--- src/rtl/spi_pkg.sv ---
// Shared definitions for the SPI command-link initiator.
// Holds the opcode encodings, the controller state enum and the
// command-word width helper used by spi_master and spi_sclk_gen.
package spi_pkg;

  localparam logic [1:0] CMD_WR_ADDR = 2'b00;
  localparam logic [1:0] CMD_WR_DATA = 2'b01;
  localparam logic [1:0] CMD_RD_ADDR = 2'b10;
  localparam logic [1:0] CMD_RD_DATA = 2'b11;

  typedef enum logic [2:0] {
    ST_IDLE,
    ST_SHIFT_CMD,
    ST_TURN,
    ST_SHIFT_RD,
    ST_GUARD
  } spi_state_e;

  // Command word = 2-bit opcode + payload.
  function automatic int CMD_BITS(input int word_size);
    return word_size + 2;
  endfunction

endpackage

--- src/rtl/spi_sclk_gen.sv ---
// SCLK generator: half-period counter plus the sclk register.
// Ports:
//   clk, rst    system clock, synchronous active-high reset
//   en_i        run the counter (frame in progress)
//   clr_i       force counter to 0 and sclk low
//   sclk_o      registered SPI clock, idle low
//   rise_en_o   strobe: the coming edge drives sclk 0->1
//   fall_en_o   strobe: the coming edge drives sclk 1->0 (end of a bit)
module spi_sclk_gen
  import spi_pkg::*;
#(
  parameter int CLK_DIV = 2
) (
  input  logic clk,
  input  logic rst,
  input  logic en_i,
  input  logic clr_i,
  output logic sclk_o,
  output logic rise_en_o,
  output logic fall_en_o
);

  localparam int HP_W = $clog2(CLK_DIV + 1);

  logic [HP_W-1:0] cnt_q, cnt_d;
  logic            sclk_q, sclk_d;
  logic            wrap;

  assign wrap = en_i && !clr_i && (cnt_q == HP_W'(CLK_DIV - 1));

  always_comb begin
    cnt_d  = cnt_q;
    sclk_d = sclk_q;
    if (clr_i) begin
      cnt_d  = '0;
      sclk_d = 1'b0;
    end else if (en_i) begin
      if (wrap) begin
        cnt_d  = '0;
        sclk_d = ~sclk_q;
      end else begin
        cnt_d = cnt_q + 1'b1;
      end
    end
  end

  always_ff @(posedge clk) begin
    if (rst) begin
      cnt_q  <= '0;
      sclk_q <= 1'b0;
    end else begin
      cnt_q  <= cnt_d;
      sclk_q <= sclk_d;
    end
  end

  assign sclk_o    = sclk_q;
  assign rise_en_o = wrap && !sclk_q;
  assign fall_en_o = wrap && sclk_q;

endmodule

--- src/rtl/spi_master.sv ---
// SPI initiator for the 10-bit command link into the slave/RAM path.
// Accepts a command word over valid/ready, frames it MSB first on
// ss_n/sclk/mosi and, for read-data, clocks the response byte in on miso.
// Ports:
//   clk, rst     system clock, synchronous active-high reset
//   cmd_valid    host command request
//   cmd_ready    high in IDLE while rst is low
//   cmd_din      {opcode[1:0], payload[WORD_SIZE-1:0]}
//   rd_valid     one-cycle pulse when rd_data updates
//   rd_data      byte received on miso
//   busy         high whenever not IDLE
//   sclk, ss_n, mosi, miso   SPI bus (sclk idle low, ss_n active low)
module spi_master
  import spi_pkg::*;
#(
  parameter int WORD_SIZE = 8,
  parameter int CLK_DIV   = 2,
  parameter int TURN_BITS = 1
) (
  input  logic                 clk,
  input  logic                 rst,
  input  logic                 cmd_valid,
  output logic                 cmd_ready,
  input  logic [WORD_SIZE+1:0] cmd_din,
  output logic                 rd_valid,
  output logic [WORD_SIZE-1:0] rd_data,
  output logic                 busy,
  output logic                 sclk,
  output logic                 ss_n,
  output logic                 mosi,
  input  logic                 miso
);

  localparam int CW    = CMD_BITS(WORD_SIZE);
  localparam int BIT_W = $clog2(2*WORD_SIZE + 2 + TURN_BITS + 1);
  localparam int GW    = $clog2(2*CLK_DIV + 1);

  // Bit counter runs across the whole frame; these mark the last bit of each phase.
  localparam logic [BIT_W-1:0] LAST_CMD  = BIT_W'(CW - 1);
  localparam logic [BIT_W-1:0] LAST_TURN = BIT_W'(CW + TURN_BITS - 1);
  localparam logic [BIT_W-1:0] LAST_RD   = BIT_W'(CW + TURN_BITS + WORD_SIZE - 1);
  localparam logic [GW-1:0]    LAST_GRD  = GW'(2*CLK_DIV - 1);

  spi_state_e           state_q, state_d;
  logic [CW-1:0]        sr_q, sr_d;
  logic [1:0]           op_q, op_d;
  logic [BIT_W-1:0]     bit_cnt_q, bit_cnt_d;
  logic [GW-1:0]        guard_cnt_q, guard_cnt_d;
  logic [WORD_SIZE-1:0] rx_q, rx_d, rx_shift;
  logic [WORD_SIZE-1:0] rd_data_q, rd_data_d;
  logic                 rd_valid_q, rd_valid_d;
  logic                 ss_n_q, ss_n_d;
  logic                 mosi_q, mosi_d;

  logic sclk_en, rise_en, fall_en, accept;
  logic sclk_rise_unused;

  assign cmd_ready = (state_q == ST_IDLE) && !rst;
  assign busy      = (state_q != ST_IDLE);
  assign accept    = cmd_valid && cmd_ready;
  assign sclk_en   = (state_q == ST_SHIFT_CMD) || (state_q == ST_TURN) ||
                     (state_q == ST_SHIFT_RD);
  assign rx_shift  = {rx_q[WORD_SIZE-2:0], miso};

  spi_sclk_gen #(.CLK_DIV(CLK_DIV)) u_sclk_gen (
    .clk       (clk),
    .rst       (rst),
    .en_i      (sclk_en),
    .clr_i     (!sclk_en),
    .sclk_o    (sclk),
    .rise_en_o (rise_en),
    .fall_en_o (fall_en)
  );

  // Every transition happens on a bit boundary, so only the falling strobe matters here.
  assign sclk_rise_unused = rise_en;

  // State register
  always_ff @(posedge clk) begin
    if (rst) state_q <= ST_IDLE;
    else     state_q <= state_d;
  end

  // Next-state logic
  always_comb begin
    state_d = state_q;
    case (state_q)
      ST_IDLE: if (accept) state_d = ST_SHIFT_CMD;
      ST_SHIFT_CMD: begin
        if (fall_en && bit_cnt_q == LAST_CMD) begin
          case (op_q)
            CMD_WR_ADDR, CMD_WR_DATA, CMD_RD_ADDR: state_d = ST_GUARD;
            CMD_RD_DATA: state_d = (TURN_BITS > 0) ? ST_TURN : ST_SHIFT_RD;
            default:     state_d = ST_GUARD;
          endcase
        end
      end
      ST_TURN:     if (fall_en && bit_cnt_q == LAST_TURN) state_d = ST_SHIFT_RD;
      ST_SHIFT_RD: if (fall_en && bit_cnt_q == LAST_RD)   state_d = ST_GUARD;
      ST_GUARD:    if (guard_cnt_q == LAST_GRD)           state_d = ST_IDLE;
      default:     state_d = ST_IDLE;
    endcase
  end

  // Output / datapath next-state logic
  always_comb begin
    sr_d        = sr_q;
    op_d        = op_q;
    rx_d        = rx_q;
    bit_cnt_d   = bit_cnt_q;
    rd_data_d   = rd_data_q;
    rd_valid_d  = 1'b0;
    guard_cnt_d = '0;
    mosi_d      = 1'b0;
    // ss_n follows the state being entered, so it rises on the same edge as the last sclk fall.
    ss_n_d      = !((state_d == ST_SHIFT_CMD) || (state_d == ST_TURN) ||
                    (state_d == ST_SHIFT_RD));

    if (fall_en) bit_cnt_d = bit_cnt_q + 1'b1;

    case (state_q)
      ST_IDLE: begin
        if (accept) begin
          sr_d      = cmd_din;
          op_d      = cmd_din[CW-1 -: 2];
          mosi_d    = cmd_din[CW-1];
          bit_cnt_d = '0;
        end
      end
      ST_SHIFT_CMD: begin
        // mosi only moves on the sclk fall; it drops to 0 after the last command bit.
        mosi_d = mosi_q;
        if (fall_en) begin
          sr_d   = sr_q << 1;
          mosi_d = (bit_cnt_q == LAST_CMD) ? 1'b0 : sr_q[CW-2];
        end
      end
      ST_SHIFT_RD: begin
        if (fall_en) begin
          rx_d = rx_shift;
          if (bit_cnt_q == LAST_RD) begin
            rd_data_d  = rx_shift;
            rd_valid_d = 1'b1;
          end
        end
      end
      ST_GUARD: guard_cnt_d = guard_cnt_q + 1'b1;
      default: ;
    endcase
  end

  // Registered outputs and datapath
  always_ff @(posedge clk) begin
    if (rst) begin
      ss_n_q      <= 1'b1;
      mosi_q      <= 1'b0;
      rd_valid_q  <= 1'b0;
      rd_data_q   <= '0;
      bit_cnt_q   <= '0;
      guard_cnt_q <= '0;
    end else begin
      ss_n_q      <= ss_n_d;
      mosi_q      <= mosi_d;
      rd_valid_q  <= rd_valid_d;
      rd_data_q   <= rd_data_d;
      bit_cnt_q   <= bit_cnt_d;
      guard_cnt_q <= guard_cnt_d;
    end
  end

  always_ff @(posedge clk) begin
    sr_q <= sr_d;
    op_q <= op_d;
    rx_q <= rx_d;
  end

  assign ss_n     = ss_n_q;
  assign mosi     = mosi_q;
  assign rd_valid = rd_valid_q;
  assign rd_data  = rd_data_q;

endmodule

--- config.mk ---
export PLATFORM = sky130hd
export DESIGN_NAME = spi_master
export DESIGN_NICKNAME = d
export VERILOG_FILES = /design/src/rtl/spi_pkg.sv /design/src/rtl/spi_sclk_gen.sv /design/src/rtl/spi_master.sv
export SDC_FILE = /design/constraint.sdc
export NUM_CORES = 1
export LEC_CHECK = 0
export ABC_AREA = 1
export CAP_MARGIN = 20
export CORE_UTILIZATION = 40
export CTS_CLUSTER_SIZE = 16
export DETAILED_ROUTE_END_ITERATION = 7
export PLACE_DENSITY = 0.62
export RECOVER_POWER = 100
export SLEW_MARGIN = 10
export SYNTH_ARGS = -nofsm -noshare
export SYNTH_HDL_FRONTEND = slang
export SYNTH_SLANG_ARGS = --single-unit
--- constraint.sdc ---
create_clock -name clk -period 4.6 [get_ports clk]
set_clock_uncertainty 0.05 [all_clocks]
set_input_delay 0.92 -clock clk [delete_from_list [all_inputs] [get_ports clk]]
set_output_delay 0.92 -clock clk [all_outputs]
set_load 0.02 [all_outputs]
# == After elaboration in Yosys (flattened, before gate mapping) ==
# Index checks and enable logic that the tools add are counted.
# word_totals
word_cells,81
regBits,43
in_bits,14
output_inout_bits,14
# classes
reduce_logical,26
n_mux,18
eq_ne,17
bitwise_logic,5
add_sub_neg,3
# ops
cell,count
$mux W9,2
$pmux W9 S2,1
$eq A3 B2 Y1 const B,5
$mux W3,5
$mux W5,3
$pmux W3 S5,1
$eq A5 B4 Y1 const B,2
$reduce_or A3 Y1,3
$logic_and A1 B1 Y1,7
$eq A3 B1 Y1 const B,2
$pmux W3 S2,1
$reduce_and A3 Y1,2
$add A5 B1 Y5 const B,1
$eq A5 B5 Y1 const B,1
$not A1 Y1,5
$eq A2 B1 Y1 const B,2
$eq A2 B2 Y1 const B,2
$logic_or A1 B1 Y1,4
$mux W1,4
$ne A2 B2 Y1 const B,2
$reduce_and A2 Y1,2
$reduce_or A2 Y1,2
$add A3 B1 Y3 const B,1
$eq A3 B3 Y1 const B,1
7 further kinds,8

# == Depth between registers and ports, before layout ==
# logic_depth
ltp_word,12
mapped_depth,10
depth_no_buf,10

# == Cells and area by module ==
# From an unflattened synthesis, not the netlist that was laid out.
# hier_totals
cells_unflattened,209
hier_area_um2,1821.7
# by_module_without_submodules
module,seq_area_each_um2,instances,area_each_um2,cells_per_inst
spi_master,980.9,1,1696.6,190
spi_sclk_gen,60.1,1,125.1,19

# == Least setup slack after synthesis ==
# Ideal clock, no wire load.
# synth_timing
path_kind,input to output
start,input rst
end,output cmd_ready
stages,2
path_buffers,1
slack_ps,2248
arrival_time_ps,1382
required_ps,3630
path_cell_list,buf_2 -> nor2_1
# synth_via
elab_chain_cells,2
# synth_lines
element,line,source
"start, declared",spi_master.sv:21,"input logic rst,"
$logic_not A1 Y1,spi_master.sv:58,assign cmd_ready = (state_q == ST_IDLE) && !rst;
$logic_and A1 B1 Y1,spi_master.sv:58,
"end, declared",spi_master.sv:23,"output logic cmd_ready,"
# Every way passes these cells.

# == Worst setup path after layout ==
# Ends and elaborated chain as after synthesis.

==> metrics.md <==
| Metric | Value |
|---|---|
| Result of the run | `completed` |
| Final hold violations | `0` |
| First-pass GRT wire length | `5890 um` |
| CTS tree | `yes` |
| Most frequent standard cell in the layout excluding fill and tap cells | `nand2_1` |
| Root buffer cell | `clkbuf_8` |
| Setup ws final | `1.25 ns` |
| Final cell count without fillers | `286` |
| CTS clock-pin slew for the worst setup and hold paths | `0.08 ns` |
| Number of CTS-inserted buffers | `5` |
| Crit end category | `output port` |
| GRT Total Usage | `15.4%` |
| Yosys top cell by area | `edfxtp_1` |
| Cells after Synth | `202` |
| Time the worst path needs with I/O delays and setup | `3.35 ns` |
| Worst Hold Class | `flip-flop to flip-flop` |
| Number of placement rows | `24` |
| Count of TritonRoute iterations in the first routing pass | `4` |
| Via count of the first global-routing pass | `1289` |
| Max Slew Vio Count | `0` |
| Total nets after synthesis | `222` |
| RePlAce Congestion | `0.774` |
| Source of the worst register-to-register timing path | `u_sclk_gen.cnt_q[0]` |
| Sequential cell area | `1040 sq um` |
| Number of max-cap violations | `0` |
| Maximum vdd drop | `0.211 mV` |
| Bufs on Longest Clock Path | `2` |
| Synth Cell Area | `1860 sq um` |
| Commonest cells after routing, fill and taps aside | `nand2_1 (49), nor2_1 (37), dfxtp_1 (25), inv_1 (19), dlygate4sd3_1 (19)` |
| Iteration-0 DRC count of the detailed router | `40` |
| Sum Neg Setup Slack | `0 ns` |
| Fraction of layout instances using a drive strength above 1 | `8.12%` |
| H-Tree Level Count | `2` |
| Remaining global-route overflow | `0` |
| Critical Setup Path Class | `primary input to output port` |
| # port buffers | `27` |
| Count of inserted antenna diode cells | `0` |
| Number of antenna violations at the first check in global routing | `0` |
| DIE WIDTH | `70.2 um` |
| Placed Area | `2180 sq um` |
| Number of failing setup endpoints in the final timing report | `0` |
| Count of state elements after synthesis | `43` |
| TritonCTS Sinks | `43` |
| Slew of the pin with the lowest slew margin | `0.884 ns` |
| Total I/O pin count | `28` |
| Period Utilization, post-route | `72.8%` |
| Largest net degree at the start of global routing | `15` |
| Min-delay src | `u_sclk_gen.cnt_q[0]` |
| Critical Path Start | `rst` |
| Worst slack at placement | `1.33 ns` |
| Largest cells by area after synthesis | `edfxtp_1 (29%), dfxtp_1 (27%), nand2_1 (9.7%)` |
| Cell area after layout | `2220 sq um` |
| Die Area | `4930 sq um` |
| RSZ-0062 raised after global routing | `false` |
| Warning count from the yosys run | `0` |
| Buffer count from post-CTS setup fixing | `0` |
| Core area | `4410 sq um` |
| Fin nets | `253` |
| Detail Placement HPWL | `2310 um` |
| DRC violation count after routing | `0` |
| Starting density of the core | `42.2%` |
| Vias post-DR | `1315` |
| Inst Count DP | `278` |
| Routed length per placed instance | `11.3 um` |
| Proportion of synthesized chip area in sequential cells | `55.9%` |
| Synthesized area per cell | `9.22 sq um` |
| Total power draw | `0.700 mW` |
| Post-cts repair resize count | `0` |
| Signal arrival time at the worst endpoint | `2.38 ns` |
| Leakage dissipation | `0.911 nW` |
| Library cells used by synthesis | `29` |
| Count of hold-fix buffers inserted at cts | `0` |
| Routed vias/inst | `4.60` |
| Total power density per cell area | `316 nW/um^2` |
| Maximum frequency from static timing analysis | `0.299 GHz` |
| Synthesis-to-finish area growth | `19.1%` |
| Count of nets left with antenna violations after detail routing | `0` |
| Footprint of the multi-input gates | `668 sq um` |
| Fill count | `435` |
| Critical path peak fanout | `8` |
| Worst hold margin | `0.374 ns` |
| Overall routed net length | `3230 um` |
| Die outline height | `70.2 um` |
| Crit path required time | `3.63 ns` |
| Remaining max-slew budget at the tightest pin | `41.0%` |
| Fraction of post-synthesis cell area in the top cell type by area | `29.0%` |
| Clock latency reported for the late side of the worst-skew pair | `0.29 ns` |
| End-of-flow core utilization | `50.2%` |
| CP startpoint kind | `primary input` |
-- synthesized netlist by cell type, drive strengths merged --
cell    count
a211oi      1
a21oi       4
buf         2
clkbuf      1
clkinv      1
dfxtp      25
edfxtp     18
ha          6
inv        22
nand2      52
nand3       7
nand3b      3
nand4       3
nor2       40
nor3        5
o211ai      1
o21ai       8
o21bai      1
xor2        2
-- cell families (layout without fill, tap and decap cells) --
group | Yosys count | after routing | synth area share, %
AND/OR/NAND/NOR | 110 | 110 | 28.7
flip-flops | 43 | 43 | 55.9
buffers and inverters | 26 | 58 | 5.78
AO/OA/AOI/OAI | 15 | 15 | 4.64
adder cells (fa/ha/maj) | 6 | 6 | 4.03
XOR/XNOR | 2 | 2 | 0.941
-- final cells by class --
cell class,instances,area share [%]
Inverter,23,3.95
Clock buffer,6,3.27
Clock inverter,2,0.564
Sequential cell,43,47.0
Multi-Input combinational cell,133,30.1
Tap cell,52,2.93
Timing Repair Buffer,27,12.2
-- report_power, final --
group | switching (mW) | total, mW | leakage, nW | internal (mW)
sequential | 0.00335 | 0.413 | 0.369 | 0.409
clock | 0.130 | 0.236 | 0.0412 | 0.106
combinational | 0.0306 | 0.0517 | 0.501 | 0.0211
total | 0.164 | 0.700 | 0.911 | 0.537
-- state kept, by name (all words and copies together) (netlist names) --
| register | cells |
|---|---|
| sr_q | 9 |
| rd_data | 8 |
| rx_q | 7 |
| bit_cnt_q | 5 |
| guard_cnt_q | 3 |
| state_q | 3 |
| op_q | 2 |
| u_sclk_gen.cnt_q | 2 |
| mosi | 1 |
| rd_valid | 1 |
| ss_n | 1 |
| u_sclk_gen.sclk_o | 1 |
-- worst max-delay path, cell delays in order --
cell and delay, ns:
dlygate4sd3_1 0.66, nor2_1 0.13, dlygate4sd3_1 0.67
-- worst paths after layout --
path | endpoint | slack [ns] | depth (start not counted)
setup reg to reg | rd_data[0] | 2.15 | 7
setup / recovery | cmd_ready | 1.25 | 3
hold reg to reg | u_sclk_gen.cnt_q[0] | 0.37 | 1
hold / removal | u_sclk_gen.cnt_q[0] | 0.37 | 1
-- per-layer routing --
metal	track usage (%)	part of all wire [%]	routed length, um	vias to the layer above
met4	6.67	2.0	63	0
li1	-	-	-	709
met3	4.47	4.3	140	5
met2	23.0	43	1400	28
met5	0	0	0	-
met1	20.7	50	1620	573
Power figures use the tool's default switching activity.
